<file path="config.mk">
export PLATFORM = sky130hd
export DESIGN_NAME = mem_arbiter
export DESIGN_NICKNAME = d
export VERILOG_FILES = /design/src/rtl/mem_arbiter.sv
export SDC_FILE = /design/constraint.sdc
export NUM_CORES = 1
export LEC_CHECK = 0
export ABC_AREA = 1
export CAP_MARGIN = 40
export CORE_ASPECT_RATIO = 0.7
export CORE_UTILIZATION = 34
export DETAILED_ROUTE_END_ITERATION = 8
export PLACE_DENSITY_LB_ADDON = 0.1
export SLEW_MARGIN = 15
export SYNTH_ARGS = -nofsm -noshare
export SYNTH_HDL_FRONTEND = slang
export SYNTH_SLANG_ARGS = --single-unit
</file>
<file path="constraint.sdc">
create_clock -name clock -period 2.48 [get_ports clock]
set_input_delay 0.62 -clock clock [delete_from_list [all_inputs] [get_ports clock]]
set_output_delay 0.62 -clock clock [all_outputs]
set_load 0.05 [all_outputs]
</file>
<file path="src/rtl/mem_arbiter.sv">
// Round-robin arbiter giving NUM_M Avalon-MM masters shared access to one memory port.
// Read data returns in order and is routed back through a FIFO of owner tags.
module mem_arbiter #(
    parameter int ADDR_WIDTH = 20,
    parameter int DATA_WIDTH = 16,
    parameter int BE_WIDTH   = DATA_WIDTH / 8,
    parameter int NUM_M      = 3,
    parameter int MAX_PEND   = 4,
    parameter int MAX_HOLD   = 16
) (
    input  logic                        clock,
    input  logic                        reset_n,
    input  logic [NUM_M*ADDR_WIDTH-1:0] m_address,
    input  logic [NUM_M*BE_WIDTH-1:0]   m_byteenable,
    input  logic [NUM_M-1:0]            m_read,
    input  logic [NUM_M-1:0]            m_write,
    input  logic [NUM_M*DATA_WIDTH-1:0] m_writedata,
    output logic [NUM_M-1:0]            m_waitrequest,
    output logic [DATA_WIDTH-1:0]       m_readdata,
    output logic [NUM_M-1:0]            m_readdataready,
    output logic [ADDR_WIDTH-1:0]       s_address,
    output logic [BE_WIDTH-1:0]         s_byteenable,
    output logic                        s_read,
    output logic                        s_write,
    output logic [DATA_WIDTH-1:0]       s_writedata,
    input  logic [DATA_WIDTH-1:0]       s_readdata,
    input  logic                        s_readdataready,
    input  logic                        s_waitrequest,
    output logic [NUM_M-1:0]            grant,
    output logic                        err_unexpected
);
    localparam int IDX_W  = (NUM_M > 1) ? $clog2(NUM_M) : 1;
    localparam int CNT_W  = $clog2(MAX_PEND + 1);
    localparam int PTR_W  = (MAX_PEND > 1) ? $clog2(MAX_PEND) : 1;
    localparam int HOLD_W = $clog2(MAX_HOLD + 1);

    typedef enum logic {IDLE, OWNED} state_t;

    state_t            state_q, state_d;
    logic [NUM_M-1:0]  grant_q, grant_d;
    logic [IDX_W-1:0]  owner_q, owner_d;
    logic [IDX_W-1:0]  rr_ptr_q, rr_ptr_d;
    logic [HOLD_W-1:0] hold_cnt_q, hold_cnt_d;
    logic [PTR_W-1:0]  wr_ptr_q, wr_ptr_d;
    logic [PTR_W-1:0]  rd_ptr_q, rd_ptr_d;
    logic [CNT_W-1:0]  count_q, count_d;
    logic              err_q, err_d;
    logic [IDX_W-1:0]  tag_mem [MAX_PEND];

    logic [ADDR_WIDTH-1:0] addr_arr  [NUM_M];
    logic [BE_WIDTH-1:0]   be_arr    [NUM_M];
    logic [DATA_WIDTH-1:0] wdata_arr [NUM_M];
    logic [NUM_M-1:0]      req;

    generate
        for (genvar gi = 0; gi < NUM_M; gi++) begin : g_unpack
            assign addr_arr[gi]  = m_address[gi*ADDR_WIDTH +: ADDR_WIDTH];
            assign be_arr[gi]    = m_byteenable[gi*BE_WIDTH +: BE_WIDTH];
            assign wdata_arr[gi] = m_writedata[gi*DATA_WIDTH +: DATA_WIDTH];
            assign req[gi]       = m_read[gi] | m_write[gi];
        end
    endgenerate

    function automatic logic [PTR_W-1:0] ptr_inc(input logic [PTR_W-1:0] p);
        return (p == PTR_W'(MAX_PEND - 1)) ? '0 : p + PTR_W'(1);
    endfunction

    // Round-robin scan starting just after the last owner.
    logic             win_found;
    logic [IDX_W-1:0] win_idx;
    logic [IDX_W:0]   scan;

    always_comb begin : arbitrate
        win_found = 1'b0;
        win_idx   = '0;
        scan      = '0;
        for (int k = 1; k <= NUM_M; k++) begin
            scan = {1'b0, rr_ptr_q} + (IDX_W+1)'(k);
            if (scan >= (IDX_W+1)'(NUM_M))
                scan = scan - (IDX_W+1)'(NUM_M);
            if (!win_found && req[scan[IDX_W-1:0]]) begin
                win_found = 1'b1;
                win_idx   = scan[IDX_W-1:0];
            end
        end
    end

    logic in_owned, own_read, own_write, own_req;
    logic fifo_full, room, pop, push, accepted;

    always_comb begin : datapath
        in_owned  = (state_q == OWNED);
        own_read  = in_owned & m_read[owner_q];
        own_write = in_owned & m_write[owner_q];
        own_req   = own_read | own_write;
        fifo_full = (count_q == CNT_W'(MAX_PEND));
        pop       = s_readdataready & (count_q != '0);
        // A slot freed by a same-cycle pop is usable at once, so a full FIFO
        // under steady return traffic keeps streaming.
        room      = !fifo_full | pop;

        s_address    = addr_arr[owner_q];
        s_byteenable = be_arr[owner_q];
        s_writedata  = wdata_arr[owner_q];
        s_write      = own_write;
        s_read       = own_read & room & !own_write;

        accepted = (s_read | s_write) & !s_waitrequest;
        push     = s_read & !s_waitrequest;

        m_waitrequest = '1;
        if (in_owned)
            m_waitrequest[owner_q] = s_waitrequest | (own_read & !room);

        m_readdata      = s_readdata;
        m_readdataready = '0;
        if (pop)
            m_readdataready[tag_mem[rd_ptr_q]] = 1'b1;
    end

    logic [HOLD_W-1:0] hold_inc;
    logic              other_req, stalled;

    always_comb begin : next_state
        state_d    = state_q;
        grant_d    = grant_q;
        owner_d    = owner_q;
        rr_ptr_d   = rr_ptr_q;
        hold_cnt_d = hold_cnt_q;
        other_req  = |(req & ~grant_q);
        stalled    = own_req & !accepted;
        hold_inc   = hold_cnt_q;
        if (accepted && hold_cnt_q != HOLD_W'(MAX_HOLD))
            hold_inc = hold_cnt_q + HOLD_W'(1);

        case (state_q)
            IDLE: begin
                if (win_found) begin
                    state_d          = OWNED;
                    owner_d          = win_idx;
                    grant_d          = '0;
                    grant_d[win_idx] = 1'b1;
                    hold_cnt_d       = '0;
                end
            end
            OWNED: begin
                hold_cnt_d = hold_inc;
                // Never let go mid-transfer: the memory side would see the
                // command change under waitrequest.
                if (!stalled && (!own_req ||
                        (hold_inc == HOLD_W'(MAX_HOLD) && other_req))) begin
                    state_d    = IDLE;
                    grant_d    = '0;
                    rr_ptr_d   = owner_q;
                    hold_cnt_d = '0;
                end
            end
            default: state_d = IDLE;
        endcase

        wr_ptr_d = push ? ptr_inc(wr_ptr_q) : wr_ptr_q;
        rd_ptr_d = pop  ? ptr_inc(rd_ptr_q) : rd_ptr_q;
        count_d  = count_q;
        if (push && !pop)
            count_d = count_q + CNT_W'(1);
        else if (pop && !push)
            count_d = count_q - CNT_W'(1);
        err_d = err_q | (s_readdataready & (count_q == '0));
    end

    always_ff @(posedge clock or negedge reset_n) begin
        if (!reset_n) begin
            state_q    <= IDLE;
            grant_q    <= '0;
            owner_q    <= '0;
            rr_ptr_q   <= IDX_W'(NUM_M - 1);
            hold_cnt_q <= '0;
            wr_ptr_q   <= '0;
            rd_ptr_q   <= '0;
            count_q    <= '0;
            err_q      <= 1'b0;
        end else begin
            state_q    <= state_d;
            grant_q    <= grant_d;
            owner_q    <= owner_d;
            rr_ptr_q   <= rr_ptr_d;
            hold_cnt_q <= hold_cnt_d;
            wr_ptr_q   <= wr_ptr_d;
            rd_ptr_q   <= rd_ptr_d;
            count_q    <= count_d;
            err_q      <= err_d;
        end
    end

    always_ff @(posedge clock) begin
        if (push)
            tag_mem[wr_ptr_q] <= owner_q;
    end

    assign grant          = grant_q;
    assign err_unexpected = err_q;

endmodule
</file>
==> results.ini <==
[critical_path]
worstSetupStartpointType=input pin
rr_worst_depth=14
critPathMaxFanout=3
r2r_end=count_q[2]
worstPathArrival_ns=1.82
end_kind=output pin
endpoint=s_write
timing.rr.start=owner_q[0]
path_class=in2out
critPathLaunch=m_write[1]
r2r_setup_slack_ns=0.14
slowest_stage=clkdlybuf4s50_1
cp_slowest_stage_delay_ns=0.51
worstPathRequired_ns=1.86
crit_chain=clkdlybuf4s50_1 -> nand3_1 -> nand3_2 -> buf_4 -> nand2_2 -> inv_1 -> buf_12

[global_route]
grt_max_degree=40
antenna_found_initial=0
overflow=0
grt_pass1_vias=3100
track_usage_pct=24.0
grt_pass1_wl_um=14700

[pwr]
p_comb_share_pct=82.7
totalPowerFinal_uw=7140
p_int_uw=3420
ir_worst_vdd_v=0.000796
clock_power_share_pct=5.4
swShare_pct=52.1
leakagePower_uw=0.00225
seq_power_share_pct=11.9
powerDensity_mw_per_mm2=1410
switchingPower_uw=3720

[final_layout]
drive_gt1_share_pct=20.8
nNetsFinal=695
synthToLayoutAreaGrowth_pct=97.9
regArea_sq_um=769
antenna_cells=0
nFillCells=597
multi_input_area_sq_mm=0.00154

[sta]
hold_violations=0
period_needed_ns=2.44
rsz0062_at_grt=true
fin_skew_ns=0.0105
max_slew_margin_pct=63.4
finalSetupTns_ns=0
max_freq_mhz=410
timing.hold.ws_ns=0.495
fin_ws_ns=0.0380
maxSlewViolCount=0
tightest_slew_ns=0.547
finalCritPeriodShare_pct=98.5
setup_viol=0

[hold_path]
hp-class=reg2reg
hold_depth=1

[die]
dieArea_sq_mm=0.00786
die_h_um=74.5
fp-row-count=26
core-area_sq_mm=0.00729
die_w_um=106
ioPinCount=206
initial_core_util_pct=35.0

[cts]
cts-root-buf=clkbuf_8
cts_tree=done
clk_pin_slew_ns=0.07
cts_hold_buf=0
clk_path_buf_depth=2
cts_sinks=29
cts_buffers=5
clkLatencyLatePin_ns=0.29
cts.htree.levels=2

[synth]
synth-seq-cells=29
synth-edff-count=8
synth_cells=368
synth_flop_cell=dfrtp_1
ys_warn_count=0
synthArstFlopShare_pct=72.4
ys_seq_area_share_pct=30.0
ys_types=35
synth.net_count=520
syn-cell-area_sq_mm=0.00255
synth_area_per_cell_sq_um=6.94

[route]
routed-via-count=3273
first_pass_iters=4
postRouteAntennaNets=0
wl_per_cell_um=15.7
drc=0
drt_first_iter_violations=190
totalWireLength_um=10100
vias_per_cell=5.10

[placement]
port_buffers=173
place_ws_ns=-0.327
place_hpwl_um=8170
gp_congestion=0.866

[outcome]
status=finished clean

[run]
cap_violations=0

[area by class of cell]
type / count / area share, %
inverters: 35 / 2.60
clock inverters: 3 / 0.347
multi-input cells: 275 / 30.5
flip-flops and latches: 29 / 15.2
repair buffers: 197 / 47.5
well taps: 98 / 2.43
clock buffers: 5 / 1.36
[critical path, delay by kind of cell]
family	cells	cell delay, ns
AND/OR/NAND/NOR	3	0.31
buffers and inverters	4	0.89
[metrics by stage]
step           area (sq um)  cells  utilization (%)
2_1_floorplan          2570    368                -
3_3_place_gp           4910    632             67.3
3_5_place_dp           4910    632             67.3
4_1_cts                5030    641             69.1
5_1_grt                5050    642             69.3
6_report               5050    642             69.3
[worst min path at each step]
stage	from	to	slack (ns)
floorplan	reset_n	count_q[0]	0.32
finish	err_unexpected	err_unexpected	0.50
global placement	err_unexpected	err_unexpected	0.46
detailed placement	err_unexpected	err_unexpected	0.48
global route	err_unexpected	err_unexpected	0.51
CTS	err_unexpected	err_unexpected	0.50
[cells in the final DEF (no fill, tap or decap), drive strengths merged]
cell type,instances
xor2,3
buf,70
nand3,23
clkbuf,5
o21bai,1
edfxtp,8
mux2,1
nor3b,1
dlymetal6s2s,1
a32o,1
o21ai,19
clkinv,2
a32oi,1
o22ai,2
a31oi,1
a21oi,5
nand4,5
nand2,132
a22oi,37
clkinvlp,1
ha,11
nor2,25
nor3,2
inv,35
dfrtp,20
o211ai,2
o32ai,1
fa,1
dlygate4sd2,3
clkdlybuf4s50,123
xnor2,1
dfstp,1
[repair_timing]
action,in CTS,in global routing
buffers inserted,1,1
gates resized for setup,14,5
setup endpoints to repair,13,18
pin swaps,1,2
endpoints found under the hold margin,0,0
[cell usage after synthesis, drive strengths merged (2+ instances only)]
master  count  area (sq um)
o211ai      2          15.0
dfrtp      20           500
o21ai      19           103
nand2     132           518
clkbuf     10          37.5
buf        19           135
nand4       5          31.3
nor3        2          10.0
o22ai       2          12.5
ha         11           138
edfxtp      8           240
a22oi      37           278
inv        35           131
xor2        3          26.3
a21oi       5          25.0
nor2       25           101
nand3      23           135
[power by group through the flow]
stage	sequential, uW	clock, uW	combinational (uW)
after global placement	833	0	5710
after floorplan	882	0	3050
after CTS	840	392	5870
final	851	384	5900
after detailed placement	844	0	5800
after global routing	874	414	6210
[state kept, by name, summed over array words and instances (netlist names)]
register	cells
in_owned	1
rr_ptr_q	2
wr_ptr_q	2
grant	3
hold_cnt_q	5
tag_mem	8
rd_ptr_q	2
owner_q	2
count_q	3
err_unexpected	1
[logic make-up (layout without fill, tap and decap cells)]
logic type               count (synthesis)  count (layout)  synth area share [%]
XOR/XNOR                                 4               4                  1.37
adder cells (fa/ha/maj)                 12              12                  6.18
flip-flops                              29              29                  30.0
AO/OA/AOI/OAI                           70              70                  18.6
buffers and inverters                   64             240                  11.9
AND/OR/NAND/NOR                        188             188                  31.5
multiplexers                             1               1                 0.441
[per-layer routing]
| layer | vias to the layer above | track usage, % | wire length (um) |
|---|---|---|---|
| met3 | 39 | 6.22 | 788 |
| met1 | 1518 | 29.0 | 3890 |
| met5 | - | 0 | 0 |
| met2 | 150 | 41.7 | 5100 |
| met4 | 0 | 10.2 | 312 |
| li1 | 1566 | - | - |
Note: power is estimated with default switching activity, not from simulation.
